## src/rtl/time_alarm_core.sv

```systemverilog
// ---------------------------------------------------------------------------
// time_alarm_core
//
// Timekeeping datapath that sits below the mode/alarm state machine. It keeps
// the time of day (HH:MM:SS), the alarm setpoint (HH:MM) and a snooze
// counter. It reports the alarm match, the seconds count and the
// snooze-expiry pulse back to the state machine.
//
// Optional feature macro: TIME12_DISPLAY_EN
//   defined   : disp_hours/pm give a registered 12-hour view of hours
//               (reset value 12 / 0).
//   undefined : disp_hours mirrors hours combinationally and pm is 0.
//
// Ports
//   clk         system clock, all state updates on its rising edge
//   rst         synchronous active-high reset
//   clk_sec     one-cycle 1 Hz tick
//   EN[4:0]     [4] adj time hours, [3] adj time mins, [2] adj alarm hours,
//               [1] adj alarm mins, [0] time run
//   adjust      up/down are honoured only while this is 1
//   up, down    one-cycle increment / decrement pulses
//   snoozeEN    snooze counter counts clk_sec ticks while 1
//   snooze_rst  clears the snooze counter
//   hours, mins, secs       time of day
//   al_hours, al_mins       alarm setpoint
//   Z           registered alarm match (level)
//   z_s         one-cycle snooze-expiry pulse
//   disp_hours  display hour
//   pm          PM indicator
// ---------------------------------------------------------------------------
module time_alarm_core #(
    parameter int unsigned SNOOZE_SECS = 300,
    parameter int unsigned SNZ_W       = 9
) (
    input  logic       clk,
    input  logic       rst,
    input  logic       clk_sec,
    input  logic [4:0] EN,
    input  logic       adjust,
    input  logic       up,
    input  logic       down,
    input  logic       snoozeEN,
    input  logic       snooze_rst,
    output logic [4:0] hours,
    output logic [5:0] mins,
    output logic [5:0] secs,
    output logic [4:0] al_hours,
    output logic [5:0] al_mins,
    output logic       Z,
    output logic       z_s,
    output logic [4:0] disp_hours,
    output logic       pm
);

    localparam logic [SNZ_W-1:0] SNZ_LAST = SNZ_W'(SNOOZE_SECS - 1);
    localparam logic [SNZ_W-1:0] SNZ_ONE  = SNZ_W'(1);

    // Modular +1 / -1 over 0..max_v; returns v when neither direction is set.
    function automatic logic [5:0] wrap_step(input logic [5:0] v,
                                             input logic [5:0] max_v,
                                             input logic       inc,
                                             input logic       dec);
        if (inc)
            return (v == max_v) ? 6'd0 : v + 6'd1;
        else if (dec)
            return (v == 6'd0) ? max_v : v - 6'd1;
        else
            return v;
    endfunction

    logic [4:0]       hours_q, hours_d;
    logic [5:0]       mins_q, mins_d;
    logic [5:0]       secs_q, secs_d;
    logic [4:0]       al_hours_q, al_hours_d;
    logic [5:0]       al_mins_q, al_mins_d;
    logic [SNZ_W-1:0] snz_q, snz_d;
    logic             z_q;
    logic             zs_q, zs_d;

    logic inc, dec;
    logic t_sel_h, t_sel_m, a_sel_h, a_sel_m;
    logic t_adj_evt, tick;

    always_comb begin
        // up and down together cancel out.
        inc = up & ~down;
        dec = down & ~up;

        t_sel_h = adjust & EN[4];
        t_sel_m = adjust & ~EN[4] & EN[3];
        a_sel_h = adjust & EN[2];
        a_sel_m = adjust & ~EN[2] & EN[1];

        // Any pulse on a selected time field (even a cancelled up+down)
        // takes the cycle from the running clock, so the tick is dropped.
        t_adj_evt = (t_sel_h | t_sel_m) & (up | down);
        tick      = EN[0] & clk_sec & ~t_adj_evt;

        hours_d    = hours_q;
        mins_d     = mins_q;
        secs_d     = secs_q;
        al_hours_d = al_hours_q;
        al_mins_d  = al_mins_q;

        if (tick) begin
            // Full S -> M -> H carry chain resolves in one cycle.
            secs_d = wrap_step(secs_q, 6'd59, 1'b1, 1'b0);
            if (secs_q == 6'd59) begin
                mins_d = wrap_step(mins_q, 6'd59, 1'b1, 1'b0);
                if (mins_q == 6'd59)
                    hours_d = 5'(wrap_step({1'b0, hours_q}, 6'd23, 1'b1, 1'b0));
            end
        end else if (t_sel_h) begin
            hours_d = 5'(wrap_step({1'b0, hours_q}, 6'd23, inc, dec));
        end else if (t_sel_m) begin
            // Minute adjust never carries into hours; it restarts the minute.
            mins_d = wrap_step(mins_q, 6'd59, inc, dec);
            if (inc | dec)
                secs_d = 6'd0;
        end

        if (a_sel_h)
            al_hours_d = 5'(wrap_step({1'b0, al_hours_q}, 6'd23, inc, dec));
        else if (a_sel_m)
            al_mins_d = wrap_step(al_mins_q, 6'd59, inc, dec);

        snz_d = snz_q;
        zs_d  = 1'b0;
        if (snooze_rst) begin
            snz_d = '0;
        end else if (snoozeEN && clk_sec) begin
            if (snz_q == SNZ_LAST) begin
                snz_d = '0;
                zs_d  = 1'b1;
            end else begin
                snz_d = snz_q + SNZ_ONE;
            end
        end
    end

    always_ff @(posedge clk) begin
        if (rst) begin
            hours_q    <= '0;
            mins_q     <= '0;
            secs_q     <= '0;
            al_hours_q <= '0;
            al_mins_q  <= '0;
            snz_q      <= '0;
            z_q        <= 1'b0;
            zs_q       <= 1'b0;
        end else begin
            hours_q    <= hours_d;
            mins_q     <= mins_d;
            secs_q     <= secs_d;
            al_hours_q <= al_hours_d;
            al_mins_q  <= al_mins_d;
            snz_q      <= snz_d;
            // Compared against the current registers, so Z trails a counter
            // change by one clock.
            z_q        <= (hours_q == al_hours_q) && (mins_q == al_mins_q);
            zs_q       <= zs_d;
        end
    end

    assign hours    = hours_q;
    assign mins     = mins_q;
    assign secs     = secs_q;
    assign al_hours = al_hours_q;
    assign al_mins  = al_mins_q;
    assign Z        = z_q;
    assign z_s      = zs_q;

`ifdef TIME12_DISPLAY_EN
    logic [4:0] disp_q;
    logic       pm_q;

    always_ff @(posedge clk) begin
        if (rst) begin
            disp_q <= 5'd12;
            pm_q   <= 1'b0;
        end else begin
            if (hours_q == 5'd0)
                disp_q <= 5'd12;
            else if (hours_q > 5'd12)
                disp_q <= hours_q - 5'd12;
            else
                disp_q <= hours_q;
            pm_q <= (hours_q >= 5'd12);
        end
    end

    assign disp_hours = disp_q;
    assign pm         = pm_q;
`else
    assign disp_hours = hours_q;
    assign pm         = 1'b0;
`endif

endmodule

```

## config.mk

```make
export PLATFORM = sky130hd
export DESIGN_NAME = time_alarm_core
export DESIGN_NICKNAME = d
export VERILOG_FILES = /design/src/rtl/time_alarm_core.sv
export SDC_FILE = /design/constraint.sdc
export NUM_CORES = 1
export LEC_CHECK = 0
export BUFFER_PORTS_ARGS = -buffer_cell sky130_fd_sc_hd__buf_2
export CAP_MARGIN = 5
export CORE_ASPECT_RATIO = 0.6
export CORE_UTILIZATION = 50
export DETAILED_ROUTE_END_ITERATION = 10
export PLACE_DENSITY = 0.74
export SLEW_MARGIN = 5
export SYNTH_ARGS = -nofsm -noshare
export SYNTH_HDL_FRONTEND = slang
export SYNTH_SLANG_ARGS = --single-unit
```

## constraint.sdc

```tcl
create_clock -name clk -period 3.6 [get_ports clk]
set_input_delay 0 -clock clk [delete_from_list [all_inputs] [get_ports clk]]
set_output_delay 0 -clock clk [all_outputs]
set_load 0.02 [all_outputs]
```

* Word level (Yosys, flattened, before mapping)
Cells that the tools add are included. Widths: inputs -> output; s select.
Operators by class: $add $sub $neg 10, equality and inequality tests 11, muxes and demuxes 31, bitwise operators 21, reductions and logical operators 18
Operators with widths (number):
- $mux 6 | 17
- $mux 5 | 12
- $add 6x1->6 const B | 3
- $eq 6x6->1 const B | 3
- $logic_not 6->1 | 2
- $sub 6x1->6 const B | 2
- $and 1x1->1 | 11
- $add 5x1->5 const B | 2
- $eq 5x5->1 const B | 2
- $logic_not 5->1 | 2
- $sub 5x1->5 const B | 2
- $add 9x1->9 const B | 1
- $eq 9x9->1 const B | 1
- $mux 9 | 1
- $reduce_and 4->1 | 2
- $reduce_bool 2->1 | 4
- $not 1->1 | 7
- $eq 6x6->1 | 1
- $ne 2x1->1 const B | 3
- $reduce_and 3->1 | 2
- $eq 5x5->1 | 1
- $or 1x1->1 | 3
- $reduce_bool 3->1 | 1
- $reduce_or 3->1 | 1
- other kinds (4) | 5
Word-level totals: flip-flop bits (word level) 39, output and inout bits 36, logic and storage cells 99

* Longest topological paths before layout
word-level depth 9, mapped depth 8, depth with buffers taken out 7

* Worst setup path after synthesis
Ideal clock, no wire load.
path type reg-to-reg, start point reg secs_q[0] (netlist: secs[0]), end point reg hours_q[2] (netlist: disp_hours[2]), arrival 1806 ps, data required time 3479 ps, setup slack 1673 ps, cell stages (with the launch flop) 7, buffers on the path 0, clock period less this slack 1927 ps, cells stage by stage dfxtp_1 ha_1 nand2_1 nor3_1 nand3_1 a22oi_1 mux2_2
Between the ends: cells in the longest elaborated chain, start to end 3
RTL lines:
- from (decl) | RTL line 73 | logic [5:0] secs_q, secs_d;
- from (signal assigned) | RTL line 154 | secs_q <= secs_d;
- $eq 6x6->1 | RTL line 108 | if (secs_q == 6'd59) begin
- $ne 2x1->1 (no line)
- $reduce_and 4->1 (no line)
- to (signal assigned) | RTL line 152 | hours_q <= hours_d;
- to (decl) | RTL line 71 | logic [4:0] hours_q, hours_d;
Every way passes these cells. A chain may end at the register's enable or synchronous reset.

* Worst setup path in the final report
start point reg mins_q[1] (netlist: mins[1]), end point reg hours_q[2] (netlist: disp_hours[2])
Between the ends: cells in the longest elaborated chain, start to end 3
RTL lines:
- from (decl) | RTL line 72 | logic [5:0] mins_q, mins_d;
- from (signal assigned) | RTL line 153 | mins_q <= mins_d;
- $eq 6x6->1 | RTL line 110 | if (mins_q == 6'd59)
- $ne 2x1->1 (no line)
- $reduce_and 4->1 (no line)
Every way passes these cells.

==> qor.csv <==
stage,metric,value,unit
worst_hold_path,hold path startpoint,snoozeEN,
finish,Sequential Area,780.7,µm²
power_and_ir_drop,Internal Power,677.9,µW
finish,"commonest non-fill, non-tap cell in the layout",buf_2,
power_and_ir_drop,Worst IR Drop VDD,0.0001571,V
setup_path,worst path cell trace,"ha_1, nor2b_1, and3_1, nand3_1, a22oi_1, mux2_2",
finish,Multi-input gate area,0.001813,mm²
synth,Post-synth ARST share,0,
timing,Worst Skew,0.007831,ns
detailed_routing,met3 WL post-DR,526,µm
timing,period utilisation layout,0.6276,
synth,post-synthesis sequential area ratio,0.2798,
clock_tree,CTS sink count,39,
setup_path,CP max FO,9,
setup_path,Worst EP arrival,2.45,ns
setup_path,worst stage delay on the critical path,0.54,ns
clock_tree,PostCTS Resize Cnt,0,
placement,Port Buffers,47,
synth,Synth Register Bits,39,
global_route,Tot GR Track Use,0.2488,
synth,Avg Inst Size Synth,7.644,µm²
timing,Tmin final,2.259,ns
synth,Post-synth top flop,dfxtp_1,
synth,leading area contributor after synthesis,dfxtp_1,
timing,FMAX,0.4426,GHz
finish,nets,419,
power_and_ir_drop,Switching Fraction,0.3348,
power_and_ir_drop,Clock power frac,0.299,
timing,"Hold Vio Cnt, Final",0,
clock_tree,H-tree depth,2,
finish,share of layout cells above drive strength 1,0.1578,
floorplanning,Die Y,59.87,µm
finish,Layout area overhead,10.04,%
synth,synth unique cells,53,
floorplanning,full die area,0.005893,mm²
synth,Area contributors post-synth,"dfxtp_1 28%, ha_1 6.3%, xnor2_1 6.0%",
clock_tree,postcts setup bufs,0,
clock_tree,clk_lat worst skew,0.30,ns
power_and_ir_drop,Switch Pwr,341.2,µW
synth,Post-synth EDFFs,0,
setup_path,Crit. Startpoint,mins[1],
detailed_routing,DR WL/cell,15.08,µm
power_and_ir_drop,Static Leak,0.001217,µW
power_and_ir_drop,combinational share of power,0.228,
setup_path,WS Path Type,reg -> reg,
global_route,largest net degree at the start of global routing,33,
power_and_ir_drop,Sequential Power Share,0.472,
run,max_cap viols,0,
finish,ANT cells,0,
timing,final setup fails,0,
synth,Yosys warning total,0,
clock_tree,Worst-path clk slew,0.08,ns
detailed_routing,routed vias,2730,
placement,placed cell count,450,
detailed_routing,Met1 Wirelength,3.577,mm
clock_tree,hold_buf cts,1,
clock_tree,Longest Clk Path Bufs,2,
placement,routability cong.,0.9060,
setup_path,Critical-path top delay cell,dfxtp_1,
timing,RSZ-0062 raised after global routing,no,
detailed_routing,vias per cell,5.948,
finish,most frequent cells in the layout,"47 x buf_2, 39 x dfxtp_1, 32 x nor2_1",
detailed_routing,Initial DRC Count,128,
setup_path,CP top delay family,simple AND/OR/NAND/NOR gates,
detailed_routing,final WL,6.923,mm
floorplanning,Initial Util,0.5361,
worst_hold_path,min-delay worst type,in -> reg,
timing,worst slew pin tran,0.8779,ns
detailed_routing,First-pass DRT Iterations,7,
clock_tree,CTS root buffer,clkbuf_8,
detailed_routing,DRC violations left,0,
floorplanning,Core Rows,20,
setup_path,CP required,3.79,ns
global_route,vias in the first global route,2343,
setup_path,worst r2r src,mins[1],
synth,Gate Count Post-Synth,365,
synth,Mapped Area,0.002790,mm²
timing,setup TNS,0,ns
global_route,Overflow after GRT,0,
power_and_ir_drop,Power Dens Cells,331.9,mW/mm²
detailed_routing,max layer used,met4,
placement,HPWL Detailed,4.928,mm
timing,Max Slew Vio Count,0,
timing,Rel. slew slack,0.4108,
clock_tree,Inserted Clock Buffers,5,
floorplanning,Top Ports,49,
detailed_routing,Routed Antenna Nets,0,
clock_tree,CTS tree,built,
setup_path,Crit. End Element,flip-flop,
synth,post-synth top area share,0.2798,
finish,Final Instance Count excl. Fillers,459,
floorplanning,Die X,98.44,µm
setup_path,buffers and inverters on the worst path,0,
finish,fillers,478,
synth,syn nets,392,
floorplanning,core area,0.005205,mm²
status,status,"finished, final reports clean",
global_route,initial antenna violation count,0,
global_route,first-pass GRT wire length,11.54,mm
detailed_routing,met2 wire len,2.786,mm
setup_path,Worst setup SP type,flip-flop,
[worst min-delay path, stage by stage]
cell and delay, ns:
buf_2 0.11, nand3_1 0.09, nor2_1 0.04, nand3_1 0.10, nor3_1 0.05
[power by group through the flow]
stage	combinational (µW)	clock [µW]	sequential (µW)
after floorplan	168	0	494
after global placement	226	0	490
after detailed placement	228	0	491
after CTS	232	310	481
after global routing	258	327	485
final	233	305	482
[routing by layer]
| metal | global-route usage | up-vias |
|---|---|---|
| li1 | - | 1365 |
| met1 | 0.3802 | 1245 |
| met2 | 0.3581 | 115 |
| met3 | 0.04678 | 5 |
| met4 | 0.05330 | 0 |
| met5 | 0 | - |
[registers in the layout (all words and copies together) (netlist names)]
register    flops
snz_q           9
mins            6
al_mins         6
z_s             1
disp_hours      5
Z               1
al_hours        5
secs            6
[synthesized netlist by cell type, types with 3 or more instances]
cell type and instances:
nor2b_1 8, xor2_1 13, nor2_1 32, and2_1 3, and3_1 3, nand4b_1 5
buf_2 4, clkbuf_1 16, a221oi_1 3, a211oi_1 7, o21ai_0 17, buf_4 7
o211ai_1 3, inv_1 14, dfxtp_1 39, o221ai_1 4, ha_1 14, nand2_1 29
xnor2_1 19, nor3_1 21, or3_1 6, nand4_1 4, a21oi_1 26, a31oi_1 6
nand3_1 24
[stage by stage]
| step | instance area (µm²) | hold slack, ns | power, µW | utilization | setup slack, ns |
|---|---|---|---|---|---|
| final | 3070 | 0.1363 | 1019 | 0.5899 | 1.341 |
| after global routing | 3070 | 0.1928 | 1070 | 0.5899 | 1.172 |
| after CTS | 3070 | 0.1370 | 1022 | 0.5899 | 1.407 |
| after detailed placement | 2975 | 0.1899 | 719.2 | 0.5716 | 1.415 |
| after global placement | 2975 | 0.1815 | 716.1 | 0.5716 | 1.480 |
| after floorplan | 2790 | 0.07894 | 662.8 | - | 1.673 |
[cells by family after synthesis]
| family | after synthesis | synth area share |
|---|---|---|
| AND/OR/NAND/NOR | 144 | 0.2583 |
| AO/OA/AOI/OAI | 86 | 0.2063 |
| buffers and inverters | 44 | 0.07040 |
| flip-flops | 39 | 0.2798 |
| XOR/XNOR | 32 | 0.1004 |
| adder cells (fa/ha/maj) | 14 | 0.06278 |
| multiplexers | 5 | 0.02063 |
| other | 1 | 0.001344 |
[area by class of cell]
cell class,count,area share
Multi-Input combinational cell,282,0.5905
Timing Repair Buffer,49,0.08231
Clock inverter,2,0.004075
Tap cell,66,0.02689
Sequential cell,39,0.2543
Inverter,15,0.01834
Clock buffer,6,0.02363
[final timing paths]
path	end	depth (start not counted)	slack, ns
max	disp_hours[2]	6	1.34
min	z_s	5	0.14
max reg2reg	disp_hours[2]	6	1.34
min reg2reg	snz_q[1]	2	0.50
(Power assumes the default switching activity.)
